**src/rtl/dec3x8_seq.sv**
```systemverilog
// -----------------------------------------------------------------------------
// dec3x8_seq
//   Sequenced 3-to-8 decoder. A load in IDLE captures a start code, a mode and
//   a dwell count. In single-decode mode the code is presented on a one-hot
//   output for hold+1 cycles. In walk mode all eight codes starting at the
//   captured one are presented in turn, each for hold+1 cycles. A normal
//   finish produces a one-cycle done pulse. Dropping E while busy aborts the
//   operation without a done pulse.
//
// Ports
//   clk     in   1       sole clock, rising edge
//   rst     in   1       asynchronous reset, active high
//   E       in   1       block enable (0 aborts / keeps idle)
//   A       in   3       start code to decode
//   load    in   1       start request, sampled only while idle
//   mode    in   1       0 = single decode, 1 = walk all eight codes
//   hold    in   HOLD_W  dwell: each code held hold+1 cycles
//   Y       out  8       registered one-hot decoded output (zero when idle)
//   code_o  out  3       index of the asserted Y bit
//   busy    out  1       high while an operation is running
//   done    out  1       one-cycle pulse on normal completion
// -----------------------------------------------------------------------------
module dec3x8_seq #(
  parameter int HOLD_W = 4
) (
  input  logic              clk,
  input  logic              rst,
  input  logic              E,
  input  logic [2:0]        A,
  input  logic              load,
  input  logic              mode,
  input  logic [HOLD_W-1:0] hold,
  output logic [7:0]        Y,
  output logic [2:0]        code_o,
  output logic              busy,
  output logic              done
);

  typedef enum logic [1:0] {
    IDLE   = 2'd0,
    DECODE = 2'd1,
    WALK   = 2'd2
  } state_t;

  localparam logic [HOLD_W-1:0] CNT_ONE = 1;

  // One-hot decode of a 3-bit index.
  function automatic logic [7:0] onehot8(input logic [2:0] idx);
    return 8'b0000_0001 << idx;
  endfunction

  // Rotate left by one: bit 7 wraps into bit 0, matching code 7 -> 0.
  function automatic logic [7:0] rotl8(input logic [7:0] v);
    return {v[6:0], v[7]};
  endfunction

  state_t            state_q, state_d;
  logic [7:0]        y_q, y_d;
  logic [2:0]        code_q, code_d;
  logic              busy_q, busy_d;
  logic              done_q, done_d;
  logic [HOLD_W-1:0] cnt_q, cnt_d;
  logic [2:0]        a_q, a_d;
  logic              mode_q, mode_d;
  logic [HOLD_W-1:0] hold_q, hold_d;
  logic [2:0]        code_next;
  logic              last_step;

  // The walk has presented all eight codes once the next code would be the
  // captured start code again; single decode always ends after one code.
  assign code_next = code_q + 3'd1;
  assign last_step = !mode_q || (code_next == a_q);

  always_comb begin
    state_d = state_q;
    y_d     = y_q;
    code_d  = code_q;
    busy_d  = busy_q;
    done_d  = 1'b0;
    cnt_d   = cnt_q;
    a_d     = a_q;
    mode_d  = mode_q;
    hold_d  = hold_q;

    case (state_q)
      IDLE: begin
        y_d    = 8'h00;
        busy_d = 1'b0;
        if (E && load) begin
          a_d     = A;
          mode_d  = mode;
          hold_d  = hold;
          cnt_d   = hold;
          code_d  = A;
          y_d     = onehot8(A);
          busy_d  = 1'b1;
          state_d = mode ? WALK : DECODE;
        end
      end

      DECODE, WALK: begin
        if (!E) begin
          // Abort: drop straight to idle, no done pulse.
          state_d = IDLE;
          y_d     = 8'h00;
          busy_d  = 1'b0;
          cnt_d   = '0;
        end else if (cnt_q != '0) begin
          cnt_d = cnt_q - CNT_ONE;
        end else if (last_step) begin
          state_d = IDLE;
          y_d     = 8'h00;
          busy_d  = 1'b0;
          done_d  = 1'b1;
        end else begin
          code_d = code_next;
          y_d    = rotl8(y_q);
          cnt_d  = hold_q;
        end
      end

      default: begin
        state_d = IDLE;
        y_d     = 8'h00;
        busy_d  = 1'b0;
        cnt_d   = '0;
      end
    endcase
  end

  always_ff @(posedge clk or posedge rst) begin
    if (rst) begin
      state_q <= IDLE;
      y_q     <= 8'h00;
      code_q  <= 3'd0;
      busy_q  <= 1'b0;
      done_q  <= 1'b0;
      cnt_q   <= '0;
      a_q     <= 3'd0;
      mode_q  <= 1'b0;
      hold_q  <= '0;
    end else begin
      state_q <= state_d;
      y_q     <= y_d;
      code_q  <= code_d;
      busy_q  <= busy_d;
      done_q  <= done_d;
      cnt_q   <= cnt_d;
      a_q     <= a_d;
      mode_q  <= mode_d;
      hold_q  <= hold_d;
    end
  end

  assign Y      = y_q;
  assign code_o = code_q;
  assign busy   = busy_q;
  assign done   = done_q;

endmodule

```
**config.mk**
```make
export PLATFORM = sky130hd
export DESIGN_NAME = dec3x8_seq
export DESIGN_NICKNAME = d
export VERILOG_FILES = /design/src/rtl/dec3x8_seq.sv
export SDC_FILE = /design/constraint.sdc
export NUM_CORES = 1
export LEC_CHECK = 0
export CORE_UTILIZATION = 40
export CTS_CLUSTER_DIAMETER = 120
export DETAILED_ROUTE_END_ITERATION = 6
export DONT_BUFFER_PORTS = 1
export GPL_TIMING_DRIVEN = 0
export MAX_ROUTING_LAYER = met4
export PLACE_DENSITY_LB_ADDON = 0.2
export SLEW_MARGIN = 40
export SYNTH_ARGS = -nofsm -noshare
export SYNTH_HDL_FRONTEND = slang
export SYNTH_SLANG_ARGS = --single-unit
```
**constraint.sdc**
```tcl
create_clock -name clk -period 2.8 [get_ports clk]
set_input_delay 0.56 -clock clk [delete_from_list [all_inputs] [get_ports clk]]
set_output_delay 0.56 -clock clk [all_outputs]
set_load 0.02 [all_outputs]
```
==> reports/qor.yml <==
setup_violations: 0
synthToLayoutAreaGrowth_pct: 6.86
cts_sinks: 27
start_util_pct: 42.4
yosysWarnings: 0
synth_cells: 167
ant_nets: 0
drv_slew: 0
fin_skew_ns: 0.00228
grt-ovfl-total: 0
die_w_microns: 65.0
antenna_found_initial: 0
p_leak_nw: 0.719
ys_seq_area_share_pct: 42.6
final_cell_mix: "dfrtp_1, nand2_1, nor2_1"
place_congestion: 0.860
fillers: 394
synth.net_count: 184
power_switching_share_pct: 45.1
finalSetupTns_ns: 0
post_cts_buffers: 0
antenna_cells: 0
outcome: "finished clean"
clkPwrFrac_pct: 12.1
ff_latch_area_sq_um: 676
finalCriticalPeriod_ns: 2.30
hold_path.class: "primary input to asynchronous set/reset pin"
max-cap-violations: 0
grt_pass1_vias: 1304
pwr-share-seq_pct: 35.0
p_int_w: 0.00105
required_ns: 2.97
tightest_slew_ns: 0.589
synth_area_sq_um: 1590
cts_max_level: 1
avgViaCountPerCell: 5.79
num_io_pins: 25
drc: 0
multi_input_area_sq_um: 837
routedWlPerCell_microns: 15.8
drt-met1-wl_microns: 1620
tritoncts: "yes"
wirelength_microns: 3470
portBuffers: 0
drt_first_pass_iters: 4
hpwl_microns: 2560
die_h_microns: 65.0
grt_usage_pct: 19.8
clk_latency_ns: 0.28
critPathLaunchType: "flop"
cp_max_fo: 9
ir_drop_v: 0.000513
power_frac_comb_pct: 52.9
p_sw_w: 0.000861
cp-end-kind: "flop"
ys_ff_latch: 27
total_power_w: 0.00191
post-route-period-util_pct: 82.1
synth.avg_cell_area_sq_um: 9.51
rsz0062_at_grt: "false"
fmax_mhz: 435
critical_path_class: "flop to flop"
cts_resized: 0
cts.path.max_buffers: 2
clk_pin_slew_ns: 0.10
synth_edf_count: 0
hold_buffers: 0
clock-root-buffer: "clkbuf_8"
ys_types: 49
finalNetCount: 189
p_per_area_nw_per_um2: 1130
num_vias: 1269
worst_ep_arrival_time_ns: 2.47
wl_met2_microns: 1610
grt_first_pass_wirelength_microns: 6250
wl_met3_microns: 198
hold_viol_final: 0
drive_gt1_share_pct: 13.5
top_layer: "met4"
synth-async-reset-ratio_pct: 100
layout_commonest_cell: "dfrtp_1"
rows: 22
die_area_sq_um: 4230
synthFlopType: "dfrtp_1"
drt_iter0_drc: 77
grt_max_degree: 28
relSlewSlack_pct: 60.7
coreArea_sq_um: 3740
cts_buffers: 3
kinds of logic (layout without fill, tap and decap cells):
kind of cell	Yosys count	in the layout	synth area share (%)
multiplexers	9	9	6.23
XOR/XNOR	3	3	2.60
AND/OR/NAND/NOR	63	63	19.1
flip-flops	27	27	42.6
AO/OA/AOI/OAI	43	43	20.9
adder cells (fa/ha/maj)	5	5	3.94
buffers and inverters	17	21	4.73
synth_stat cells (2+ instances only):
cell,n,area (sq um)
a211o_1,2,17.5
a21oi_1,6,30.0
a31oi_1,2,12.5
a32oi_1,3,26.3
clkbuf_1,3,11.3
clkbuf_2,2,10.0
dfrtp_1,27,676
ha_1,5,62.6
inv_1,9,33.8
mux2_2,7,78.8
mux2i_1,2,20.0
nand2_1,25,93.8
nand3_1,3,15.0
nand4_1,3,18.8
nor2_1,12,45.0
nor2b_1,3,18.8
nor3_1,6,30.0
o21ai_0,6,30.0
o21ai_1,5,25.0
o21bai_1,2,15.0
o221ai_1,2,17.5
o31ai_1,4,30.0
or3_1,2,12.5
power by group through the flow:
stage / sequential, W / combinational, W / clock, W
finish: 0.000668 / 0.00101 / 0.000232
global route: 0.000688 / 0.00114 / 0.000259
CTS: 0.000669 / 0.00101 / 0.000244
detailed placement: 0.000678 / 0.00100 / 0
global placement: 0.000672 / 0.000982 / 0
floorplan: 0.000646 / 0.000839 / 0
worst max-delay path, cell delays in order (launching register included):
cell	delay, ns
dfrtp_1	0.52
ha_1	0.31
xnor3_2	0.43
a31oi_4	0.32
o21a_1	0.27
mux2_2	0.35
routing by layer:
layer,GRT usage [%],up-vias
li1,-,618
met1,24.9,618
met2,31.4,28
met3,5.63,5
met4,4.17,0
met5,-,-
cell type report:
type                            instances  area share (%)
Tap cell                               48            3.54
Inverter                                9            1.99
Clock buffer                            3            2.43
Clock inverter                          1           0.442
Sequential cell                        27            39.8
Buffer                                  8            2.43
Multi-Input combinational cell        123            49.3
path summary, 6_finish.rpt:
| kind | startpoint | to | slack, ns | depth (start not counted) |
|---|---|---|---|---|
| min in group clk | mode | state_q[0]$_DFFE_PP0P_ | 0.38 | 1 |
| max reg2reg | code_o[0]$_DFFE_PP0P_ | cnt_q[3]$_DFFE_PP0P_ | 0.50 | 5 |
| max in group asynchronous | rst | a_q[2]$_DFFE_PP0P_ | 2.21 | 1 |
| min | rst | busy$_DFFE_PP0P_ | 0.21 | 1 |
| min reg2reg | mode_q$_DFFE_PP0P_ | mode_q$_DFFE_PP0P_ | 0.48 | 2 |
| max | code_o[0]$_DFFE_PP0P_ | cnt_q[3]$_DFFE_PP0P_ | 0.50 | 5 |
flip-flops by register name, indices dropped and copies added (netlist names):
name,flops
busy,1
code_o,3
a_q,3
done,1
state_q,2
hold_q,4
cnt_q,4
mode_q,1
Y,8
metrics by stage:
step                worst slack (ns)  instance area (sq um)  hold slack [ns]  util (%)  std cells
floorplan                      0.676                   1590            0.447         -        167
global placement               0.519                   1650            0.469      44.0        215
detailed placement             0.515                   1650            0.465      44.0        215
CTS                            0.502                   1700            0.228      45.3        219
global route                   0.261                   1700            0.247      45.3        219
finish                         0.501                   1700            0.212      45.3        219
Power figures use the tool's default switching activity.
